File: config.mk
export PLATFORM = sky130hd
export DESIGN_NAME = pipeline_stage_reg
export DESIGN_NICKNAME = d
export VERILOG_FILES = /design/src/rtl/pipeline_stage_reg.sv
export SDC_FILE = /design/constraint.sdc
export NUM_CORES = 1
export LEC_CHECK = 0
export BUFFER_PORTS_ARGS = -buffer_cell sky130_fd_sc_hd__buf_2
export CORE_MARGIN = 2
export CORE_UTILIZATION = 35
export DETAILED_ROUTE_END_ITERATION = 12
export PLACE_DENSITY = 0.6
export SYNTH_ARGS = -nofsm -noshare
export SYNTH_HDL_FRONTEND = slang
export SYNTH_SLANG_ARGS = --single-unit
File: constraint.sdc
create_clock -name CLK -period 2.8 [get_ports CLK]
set_clock_uncertainty 0.05 [all_clocks]
set_input_delay 0.28 -clock CLK [delete_from_list [all_inputs] [get_ports CLK]]
set_output_delay 0.28 -clock CLK [all_outputs]
set_load 0.005 [all_outputs]
File: src/rtl/pipeline_stage_reg.sv
// Elastic valid/ready register chain with synchronous flush and occupancy count.
// Define PIPELINE_SKID_EN for a skid register per stage and fully registered ready.
module pipeline_stage_reg #(
  parameter int WIDTH  = 32,
  parameter int STAGES = 2,
  parameter int OCC_W  = $clog2(2*STAGES+1)
) (
  input  logic             CLK,
  input  logic             RST,
  input  logic             flush,
  input  logic             in_valid,
  input  logic [WIDTH-1:0] in_data,
  output logic             in_ready,
  output logic             out_valid,
  output logic [WIDTH-1:0] out_data,
  input  logic             out_ready,
  output logic [OCC_W-1:0] occupancy
);

  logic [STAGES:0]   vld;
  logic [STAGES:0]   rdy;
  logic [STAGES-1:0] busy;
  logic [WIDTH-1:0]  dat [STAGES+1];
  logic [1:0]        cnt [STAGES];

  assign vld[0]    = in_valid;
  assign dat[0]    = in_data;
  assign in_ready  = rdy[0] & ~RST;
  assign out_valid = vld[STAGES];
  assign out_data  = dat[STAGES];

  // Ready chain walks from the consumer back to the producer.
  always_comb begin
    rdy[STAGES] = out_ready;
    for (int i = STAGES - 1; i >= 0; i--) begin
`ifdef PIPELINE_SKID_EN
      rdy[i] = ~busy[i];
`else
      rdy[i] = ~busy[i] | rdy[i+1];
`endif
    end
  end

  always_comb begin
    occupancy = '0;
    for (int i = 0; i < STAGES; i++) begin
      occupancy = occupancy + OCC_W'(cnt[i]);
    end
  end

`ifdef PIPELINE_SKID_EN
  typedef enum logic [1:0] {
    EMPTY = 2'd0,
    ONE   = 2'd1,
    TWO   = 2'd2
  } state_t;
`endif

  for (genvar i = 0; i < STAGES; i++) begin : g_stage
    logic             acc_in;
    logic             acc_out;
    logic [WIDTH-1:0] main_q;

    assign acc_in   = vld[i] & rdy[i];
    assign acc_out  = vld[i+1] & rdy[i+1];
    assign dat[i+1] = main_q;

`ifdef PIPELINE_SKID_EN
    state_t           st_q;
    state_t           st_d;
    logic [WIDTH-1:0] skid_q;
    logic             main_we;
    logic             skid_we;
    logic             from_skid;

    assign busy[i]  = (st_q == TWO);
    assign vld[i+1] = (st_q != EMPTY);
    assign cnt[i]   = (st_q == TWO) ? 2'd2 :
                      (st_q == ONE) ? 2'd1 : 2'd0;

    always_comb begin
      st_d      = st_q;
      main_we   = 1'b0;
      skid_we   = 1'b0;
      from_skid = 1'b0;
      unique case (st_q)
        EMPTY: begin
          if (acc_in) begin
            st_d    = ONE;
            main_we = 1'b1;
          end
        end
        ONE: begin
          if (acc_in && acc_out) begin
            main_we = 1'b1;
          end else if (acc_in) begin
            st_d    = TWO;
            skid_we = 1'b1;
          end else if (acc_out) begin
            st_d = EMPTY;
          end
        end
        TWO: begin
          if (acc_out) begin
            st_d      = ONE;
            main_we   = 1'b1;
            from_skid = 1'b1;
          end
        end
        default: st_d = EMPTY;
      endcase
      if (flush) begin
        st_d    = EMPTY;
        main_we = 1'b0;
        skid_we = 1'b0;
      end
    end

    always_ff @(posedge CLK or posedge RST) begin
      if (RST) st_q <= EMPTY;
      else     st_q <= st_d;
    end

    always_ff @(posedge CLK or posedge RST) begin
      if (RST) begin
        main_q <= '0;
        skid_q <= '0;
      end else begin
        if (main_we) main_q <= from_skid ? skid_q : dat[i];
        if (skid_we) skid_q <= dat[i];
      end
    end
`else
    logic v_q;

    assign busy[i]  = v_q;
    assign vld[i+1] = v_q;
    assign cnt[i]   = {1'b0, v_q};

    always_ff @(posedge CLK or posedge RST) begin
      if (RST) begin
        v_q    <= 1'b0;
        main_q <= '0;
      end else begin
        if (flush)        v_q <= 1'b0;
        else if (acc_in)  v_q <= 1'b1;
        else if (acc_out) v_q <= 1'b0;
        if (acc_in && !flush) main_q <= dat[i];
      end
    end
`endif
  end

endmodule

==> results of run 1 <==
-- synthesized netlist by cell type --
cell type	n	area [sq um]
buf_12	3	60.1
ha_1	1	12.5
nor3b_2	1	12.5
buf_6	1	11.3
and3b_1	1	8.76
conb_1	1	3.75
or3b_1	1	8.76
and2b_1	1	7.51
dfrtp_1	66	1650
buf_2	3	15.0
mux2_4	30	450
mux2_2	34	383
inv_1	1	3.75
buf_4	1	7.51
nor2_1	5	18.8
-- where the power goes --
group	internal, mW	leakage [nW]	switching, mW
Clock	0.392	0.0965	0.330
Sequential	1.17	0.783	0.107
Combinational	0.319	0.752	0.165
-- sequential cells by signal, indices dropped and copies added, names as in the netlist --
name            cells
g_stage.main_q     32
out_data           32
g_stage.v_q         1
out_valid           1
-- worst max-delay path by stage --
stage                        start                     to  cells past startpoint
finish              g_stage[0].v_q   g_stage[0].main_q[1]                      3
global route        g_stage[0].v_q  g_stage[0].main_q[21]                      3
floorplan                      RST   g_stage[0].main_q[0]                      1
global placement         out_ready  g_stage[0].main_q[24]                      4
CTS                 g_stage[0].v_q  g_stage[0].main_q[23]                      3
detailed placement       out_ready  g_stage[0].main_q[30]                      4
-- kinds of logic after synthesis --
logic type               share of synthesized area, %
flip-flops                                       62.2
buffers and inverters                            3.68
AND/OR/NAND/NOR                                  2.12
adder cells (fa/ha/maj)                         0.471
multiplexers                                     31.4
other                                           0.141
-- through the flow --
step	instance area (sq um)	std cells	hold WS [ns]	total power [mW]	setup slack, ns
4_1_cts	3260	332	0.0667	2.52	0.600
3_3_place_gp	3070	316	0.421	1.77	0.668
5_1_grt	3260	332	0.119	2.62	0.528
6_report	3260	332	0.0333	2.48	0.607
2_1_floorplan	2660	150	0.296	1.57	0.815
3_5_place_dp	3070	316	0.429	1.78	0.617
-- cell type report --
cell class	count	share of cell area, %
sequential	66	50.7
clock inverter	2	0.307
multi-input combinational	75	28.0
inverter	1	0.115
tap	99	3.80
clock buffer	14	5.30
timing repair buffer	75	11.8
-- layer usage --
| metal | vias up | part of all wire, % | GRT usage (%) | routed length [microns] |
|---|---|---|---|---|
| met5 | - | 0 | 0 | 0 |
| met4 | 0 | 1.6 | 5.68 | 74 |
| met3 | 9 | 6.1 | 3.32 | 279 |
| met2 | 47 | 45 | 17.7 | 2060 |
| met1 | 729 | 47 | 15.6 | 2170 |
| li1 | 674 | - | - | - |
==> implementation parameters, run 1 <==
Parameter                              Value

Logic synthesis
  Cell variety after synth ... 15
  Average cell area after synthesis ... 17.7 sq um
  Post-Synthesis Cells ... 150
  Number of warnings reported in the yosys synthesis log ... 0
  Mapped Nets ... 188
  Cell area after technology mapping ... 2660 sq um
  Sequential element share of the synthesized area ... 62.2%
  #FFs+latches synth ... 66

STA
  Number of failing hold endpoints at the final stage ... 0
  Relative slew slack ... 20.7%
  Final Slew Violations ... 0
  Highest clock rate ... 456 MHz
  Setup violation total in the final timing report ... 0
  Share of the clock period used by the worst path ... 78.3%
  Shortest clock period the worst path allows after layout ... 2.19 ns
  RSZ-0062 raised after global routing ... false
  Slew of the pin with the lowest slew margin ... 1.19 ns
  Total Negative Setup Slacks ... 0 ns

Outcome
  Status ... completed

Cells and area
  Layout fillers ... 692
  Leading cell type in the layout, fill and taps excluded ... buf_2
  Nets ... 266
  Antenna fix cells ... 0
  Area grow syn2layout ... 22.7%
  Area of combinational cells with multiple inputs ... 912 sq um
  Proportion of layout cells with a drive suffix above 1 ... 67.0%
  Post-layout utilization of the core ... 44.7%
  Highest-count cells in the layout ignoring fill and taps ... 72 x buf_2, 66 x dfrtp_1, 34 x mux2_2
  Footprint of the flip-flops and latches ... 1650 sq um

Global route
  Overflow left after global routing ... 0
  Largest net degree at the start of global routing ... 36
  Antenna violations before repair ... 0
  Global-route wire length before repair ... 7570 microns
  Global routing usage summed across all routing layers ... 11.7%
  Number of global-route vias before repair ... 1,516

Die
  Site Rows ... 31
  Die area ... 8300 sq um
  Initial Util ... 36.4%
  Die outline width ... 91.1 microns
  Top-Level Pins ... 74
  Vert. Die Dim ... 91.1 microns
  Area of the core ... 7290 sq um

Critical path
  Startpoint type of the worst setup path ... register
  Worst R2R End ... g_stage[0].main_q[1]
  Launching point of the worst reg2reg path ... g_stage[0].v_q
  WP data required ... 2.96 ns
  Classification of the worst setup path ... reg -> reg
  Count of cells along the worst register-to-register path ... 3
  Slowest cell delay on critical path ... 0.89 ns
  Setup crit end kind ... register
  Critical path cell sequence ... and3b_1 -> or3b_2 -> mux2_4
  Critical path's slowest cell ... or3b_2
  Register-to-register setup slack ... 0.61 ns
  Cell family with the largest share of critical-path delay ... simple AND/OR/NAND/NOR gates
  Data arrival at the endpoint of the critical path ... 2.35 ns
  Worst Path Buf+Inv ... 0
  Worst Path Max Fanout ... 32

Detailed routing
  Final Routed Wirelength ... 4590 microns
  Drt drc ... 0
  Average detailed-routed wire length per instance ... 13.8 microns
  Antenna-violating nets left ... 0
  Total via count after detailed routing ... 1,459
  Total iterations of the first detailed-routing run ... 4
  Mean number of vias per cell ... 4.39
  Violation count after the first detailed-routing iteration ... 47

CTS
  Number of instances resized during post-cts repair ... 0
  Clock edge transition at the registers on the reported setup and hold paths ... 0.07 ns
  Setup Fix Bufs, Post-CTS ... 0
  Hold buffer count at cts ... 0
  Total number of clock tree sinks ... 66
  TritonCTS buffer count ... 9
  H-Tree Depth ... 3
  Clock tree from TritonCTS ... yes
  Library cell used as clock root buffer ... clkbuf_8
  Clock Latency Late Sink ... 0.33 ns
  Buffer levels on the longest clock path ... 2

Worst hold path
  Class of the most critical hold timing path ... in -> async

Pwr
  Leakage power summed over all cells ... 1.63 nW
  VDD IR max ... 0.333 mV
  Cell Pwr Density ... 761 nW/um^2

Placement
  Hpwl dp ... 3050 microns
  Number of port buffers ... 72
  Gpl congestion ... 0.733

Run
  Number of max-cap violations ... 0
No activity file was read; power rests on OpenSTA's default activity.
==> run 2: changes to the inputs <==
- clock period: 2.8 -> 2.2 ns (I/O delays scaled with it)
==> run 2 against run 1 <==
Sequential share of layout area fell by 1.2 points. Via count fell by 1.1%. Power rose by 35%. Global-route usage fell by 0.51 points. First-iteration DRC count fell by 36%. Critical path depth rose by 1. Fmax rose by 19%. Core utilization rose by 1.1 points. Largest power group unchanged. Worst hold slack improved by 0.035 ns.
==> implementation parameters, run 2 (synthesized netlist as in run 1, its figures left out) <==
Parameter                              Value

STA
  Number of failing hold endpoints at the final stage ... 0 (unchanged)
  RSZ-0062 raised after global routing ... false
  Post-route setup slack ... 0.364 ns (-0.243 ns)
  Setup violation total in the final timing report ... 0 (unchanged)
  Final Slew Violations ... 0 (unchanged)
  Total Negative Setup Slacks ... 0 ns (unchanged)
  Shortest clock period the worst path allows after layout ... 1.84 ns (-0.357 ns)
  Highest clock rate ... 545 MHz (+19%)
  Share of the clock period used by the worst path ... 83.5% (+5.1 points)

CTS
  TritonCTS buffer count ... 9 (unchanged)
  Total number of clock tree sinks ... 66 (unchanged)
  H-Tree Depth ... 3 (unchanged)
  Clock edge transition at the registers on the reported setup and hold paths ... 0.07 ns (about the same)
  Clock Latency Late Sink ... 0.33 ns (about the same)
  Setup Fix Bufs, Post-CTS ... 0 (unchanged)
  Number of instances resized during post-cts repair ... 0 (unchanged)
  Clock tree from TritonCTS ... yes
  Buffer levels on the longest clock path ... 2 (unchanged)
  Hold buffer count at cts ... 1 (+1)
  Library cell used as clock root buffer ... clkbuf_8

Global route
  Largest net degree at the start of global routing ... 67 (+86%)
  Global-route wire length before repair ... 7330 microns (-3.2%)
  Overflow left after global routing ... 0 (unchanged)
  Number of global-route vias before repair ... 1,540 (+1.6%)
  Global routing usage summed across all routing layers ... 11.2% (-0.51 points)
  Antenna violations before repair ... 0 (unchanged)

Critical path
  Worst Path Max Fanout ... 32 (unchanged)
  Data arrival at the endpoint of the critical path ... 1.99 ns (-0.36 ns)
  WP data required ... 2.36 ns (-0.60 ns)
  Classification of the worst setup path ... reg -> reg
  Critical path cell sequence ... and3b_1 -> or3b_2 -> buf_12 -> mux2_4
  Slowest cell delay on critical path ... 0.48 ns (-0.41 ns)
  Startpoint type of the worst setup path ... register
  Setup crit end kind ... register
  Critical path's slowest cell ... or3b_2

Pwr
  Cell Pwr Density ... 1000 nW/um^2 (+32%)
  Leakage power summed over all cells ... 1.66 nW (+2.0%)
  Final Power ... 3.35 mW (+35%)
  VDD IR max ... 0.411 mV (+24%)

Cells and area
  Layout fillers ... 694 (+0.29%)
  Area of all placed cells without fillers ... 3340 sq um (+2.4%)
  Leading cell type in the layout, fill and taps excluded ... buf_2
  Area grow syn2layout ... 25.6%
  Nets ... 268 (+0.75%)
  Highest-count cells in the layout ignoring fill and taps ... 72 x buf_2, 66 x dfrtp_1, 34 x mux2_2
  Proportion of layout cells with a drive suffix above 1 ... 67.2% (+0.28 points)
  Antenna fix cells ... 0 (unchanged)

Detailed routing
  Wire length on met1 ... 2180 microns (+0.28%)
  Final Routed Wirelength ... 4520 microns (-1.5%)
  Drt drc ... 0 (unchanged)
  Routed met3 length ... 314 microns (+13%)
  Antenna-violating nets left ... 0 (unchanged)
  Total iterations of the first detailed-routing run ... 3 (-1)
  Violation count after the first detailed-routing iteration ... 30 (-36%)
  Mean number of vias per cell ... 4.32 (-1.7%)
  Top layer reached by signal wires ... met4
  Total via count after detailed routing ... 1,443 (-1.1%)
  Sum of met2 wire segment lengths after detailed routing ... 1960 microns (-5.2%)
  Average detailed-routed wire length per instance ... 13.5 microns (-2.1%)

Placement
  Gpl congestion ... 0.777 (+6.0%)
  Hpwl dp ... 2980 microns (-2.5%)
  Worst slack after detailed placement ... 0.392 ns (-0.225 ns)
  Placed standard-cell area ... 3110 sq um (+1.1%)
  Number of port buffers ... 72 (unchanged)

Die
  Initial Util ... 36.4% (unchanged)
  Die area ... 8300 sq um (unchanged)
  Vert. Die Dim ... 91.1 microns (unchanged)
  Die outline width ... 91.1 microns (unchanged)
  Site Rows ... 31 (unchanged)
  Top-Level Pins ... 74 (unchanged)
  Area of the core ... 7290 sq um (unchanged)

Outcome
  Status ... completed

Run
  Number of max-cap violations ... 0 (unchanged)

Worst hold path
  Class of the most critical hold timing path ... in -> reg
[run 2: worst max-delay path: cells and delay by family, from the launching register on]
| family | cells | cell delay (ns) |
|---|---|---|
| buffers and inverters | 1 | 0.20 |
| flip-flops | 1 | 0.41 |
| AND/OR/NAND/NOR | 2 | 0.70 |
| multiplexers | 1 | 0.32 |
[run 2: stage by stage]
stage | hold WS, ns | instances | utilization, %
floorplan | 0.236 | 150 | -
global placement | 0.283 | 317 | 42.6
detailed placement | 0.286 | 317 | 42.6
CTS | 0.0496 | 334 | 45.7
global route | 0.0589 | 334 | 45.7
finish | 0.0685 | 334 | 45.7
[run 2: routing by layer]
metal,vias up,GRT usage [%]
met5,-,0
li1,675,-
met4,0,5.30
met2,47,16.7
met1,712,14.8
met3,9,3.65
[run 2: power breakdown]
group	leakage (nW)	total [mW]	switching (mW)	internal (mW)
Sequential	0.783	1.61	0.130	1.48
Clock	0.109	1.11	0.443	0.666
Combinational	0.771	0.625	0.214	0.412
Total	1.66	3.35	0.787	2.56
[run 2: worst paths after layout]
kind	end	slack (ns)	startpoint	cells after the start
worst max-delay path	g_stage[0].main_q[0]	0.36	g_stage[0].v_q	4
max in group asynchronous	out_data[21]	1.36	RST	4
min in group asynchronous	out_valid	0.46	RST	4
worst max register to register	g_stage[0].main_q[0]	0.36	g_stage[0].v_q	4
worst min register to register	out_data[15]	0.45	out_data[15]	1
worst min-delay path	g_stage[0].main_q[27]	0.07	in_data[27]	2
[run 2: layout make-up]
class / count / area (sq um) / share of cell area, %
Clock buffer: 11 / 141 / 4.24
Clock inverter: 5 / 77.6 / 2.33
Inverter: 1 / 3.75 / 0.113
Multi-Input combinational cell: 75 / 912 / 27.3
Sequential cell: 66 / 1650 / 49.5
Tap cell: 99 / 124 / 3.71
Timing Repair Buffer: 77 / 425 / 12.8
==> run 3: changes to the inputs <==
- PLACE_DENSITY: 0.6 -> 0.62
- clock period: 2.2 -> 1.6 ns (I/O delays scaled with it)
==> run 3 against run 2 <==
The flow now finishes with violations (negative setup slack). Setup slack worse by 0.52 ns. Critical path depth stayed put. Core utilization is 7.2 points higher. Global-route usage is 2.3 points higher. Design area is 16% higher. Worst hold slack worse by 0.057 ns. Die area stayed put.
==> implementation parameters, run 3 (synthesized netlist as in run 1, its figures left out) <==
Parameter                              Value

Pwr
  Logic gate share of total power ... 20.7% (+2.0 points)
  Final Power ... 4.97 mW (+49%)
  Net Switching ... 1.20 mW (+53%)
  VDD IR max ... 0.652 mV (+59%)
  Internal cell power ... 3.77 mW (+47%)
  Clock Power Share ... 34.4% (+1.3 points)
  Cell Pwr Density ... 1290 nW/um^2 (+28%)
  Switching Share ... 24.2% (+0.65 points)
  Sequential Power Share ... 44.9% (-3.3 points)
  Leakage power summed over all cells ... 1.90 nW (+14%)

Critical path
  Worst Path Max Fanout ... 6 (-81%)
  Critical path cell sequence ... and3b_1 -> or3b_4 -> clkbuf_16 -> mux2_4
  Data arrival at the endpoint of the critical path ... 1.93 ns (-0.06 ns)
  Count of cells along the worst register-to-register path ... 4 (unchanged)
  Critical path's slowest cell ... or3b_4
  Setup crit end kind ... register
  Slowest cell delay on critical path ... 0.49 ns (about the same)
  WP data required ... 1.77 ns (-0.59 ns)
  Startpoint type of the worst setup path ... register
  Classification of the worst setup path ... reg -> reg

Cells and area
  Area of all placed cells without fillers ... 3860 sq um (+16%)
  Area of combinational cells with multiple inputs ... 958 sq um (+5.1%)
  Footprint of the flip-flops and latches ... 1650 sq um (unchanged)
  Nets ... 305 (+14%)
  Highest-count cells in the layout ignoring fill and taps ... 72 x buf_2, 66 x dfrtp_1, 38 x mux2_4
  Proportion of layout cells with a drive suffix above 1 ... 63.2% (-4.0 points)
  Leading cell type in the layout, fill and taps excluded ... buf_2
  Antenna fix cells ... 0 (unchanged)
  Area grow syn2layout ... 45.5%
  Layout fillers ... 643 (-7.3%)

CTS
  Clock tree from TritonCTS ... yes
  Clock edge transition at the registers on the reported setup and hold paths ... 0.07 ns (about the same)
  Buffer levels on the longest clock path ... 2 (unchanged)
  Clock Latency Late Sink ... 0.33 ns (about the same)
  TritonCTS buffer count ... 9 (unchanged)
  Total number of clock tree sinks ... 66 (unchanged)
  Library cell used as clock root buffer ... clkbuf_8
  H-Tree Depth ... 3 (unchanged)

Die
  Die outline width ... 91.1 microns (unchanged)
  Area of the core ... 7290 sq um (unchanged)
  Initial Util ... 36.4% (unchanged)
  Top-Level Pins ... 74 (unchanged)
  Site Rows ... 31 (unchanged)
  Vert. Die Dim ... 91.1 microns (unchanged)
  Die area ... 8300 sq um (unchanged)

Run
  Number of max-cap violations ... 0 (unchanged)

Global route
  Largest net degree at the start of global routing ... 36 (-46%)
  Overflow left after global routing ... 0 (unchanged)
  Antenna violations before repair ... 0 (unchanged)
  Number of global-route vias before repair ... 1,783 (+16%)
  Global routing usage summed across all routing layers ... 13.6% (+2.3 points)
  Global-route wire length before repair ... 8780 microns (+20%)

Detailed routing
  Total iterations of the first detailed-routing run ... 4 (+1)
  Average detailed-routed wire length per instance ... 14.9 microns (+10%)
  Antenna-violating nets left ... 0 (unchanged)
  Mean number of vias per cell ... 4.44 (+2.8%)
  Total via count after detailed routing ... 1,647 (+14%)
  Violation count after the first detailed-routing iteration ... 44 (+47%)
  Final Routed Wirelength ... 5540 microns (+23%)
  Drt drc ... 0 (unchanged)

Placement
  Hpwl dp ... 3360 microns (+13%)
  Gpl congestion ... 0.774 (-0.35%)
  Number of port buffers ... 72 (unchanged)
  Placed standard-cell area ... 3170 sq um (+2.0%)

STA
  Setup violation total in the final timing report ... 64 (+64)
  Highest clock rate ... 569 MHz (+4.5%)
  Share of the clock period used by the worst path ... 110% (+26 points)
  Post-route setup slack ... -0.157 ns (-0.521 ns)
  Final Slew Violations ... 0 (unchanged)
  Shortest clock period the worst path allows after layout ... 1.76 ns (-0.0794 ns)
  Fin Hold WS ... 0.0118 ns (-0.0567 ns)
  Number of failing hold endpoints at the final stage ... 0 (unchanged)
  RSZ-0062 raised after global routing ... true

Worst hold path
  Class of the most critical hold timing path ... in -> reg
  Worst hold stages ... 2 (unchanged)

Outcome
  Status ... complete, but fails checks
  Violations in the final reports ... negative setup slack
run 3: final timing paths:
kind / startpoint / end / slack, ns
setup / recovery: out_valid / g_stage[0].main_q[15] / -0.16
hold / removal: in_data[29] / g_stage[0].main_q[29] / 0.01
setup reg to reg: out_valid / g_stage[0].main_q[15] / -0.16
hold reg to reg: g_stage[0].main_q[24] / g_stage[0].main_q[24] / 0.46
max in group asynchronous: RST / out_data[11] / 0.64
min in group asynchronous: RST / out_data[6] / 0.31
run 3: routing by layer:
layer | wire [microns] | global-route usage (%) | vias up
met2 | 2590 | 20.9 | 57
met4 | 99 | 5.68 | 0
li1 | - | - | 754
met3 | 333 | 4.40 | 10
met1 | 2520 | 17.6 | 826
met5 | 0 | 0 | -
run 3: timing repair:
action | in CTS | in global routing
cloned | 1 | 3
resized for setup | 5 | 12
setup endpoints to repair | 64 | 65
buffers inserted | 0 | 1
pin swaps | 1 | 2
hold endpoints to repair | 38 | 3
hold buffers | 25 | 3
run 3: critical path, delay by kind of cell (launching register included):
kind,cells,cell delay (ns)
simple gates,2,0.69
buf+inv,1,0.21
flops,1,0.40
mux,1,0.30
run 3: through the flow:
stage / std cells / worst slack [ns] / utilization (%) / TNS (ns)
global placement: 323 / -0.119 / 43.4 / -5.70
CTS: 365 / -0.140 / 50.9 / -6.31
detailed placement: 323 / -0.147 / 43.4 / -7.15
finish: 371 / -0.157 / 53.0 / -8.07
floorplan: 150 / -0.0765 / - / -2.29
global route: 371 / -0.198 / 53.0 / -10.74
run 3: cell type report:
type	instances	area share [%]
multi-input combinational	75	24.8
inverter	1	0.194
sequential	66	42.8
tap	99	3.21
timing repair buffer	114	22.6
clock inverter	7	3.21
clock buffer	9	3.21
run 3: power groups by stage:
stage / clock network, mW / registers, mW / logic, mW
floorplan: 0 / 2.25 / 0.496
global placement: 0 / 2.24 / 0.891
detailed placement: 0 / 2.25 / 0.907
CTS: 1.75 / 2.23 / 0.975
global route: 1.84 / 2.28 / 1.11
finish: 1.71 / 2.23 / 1.03
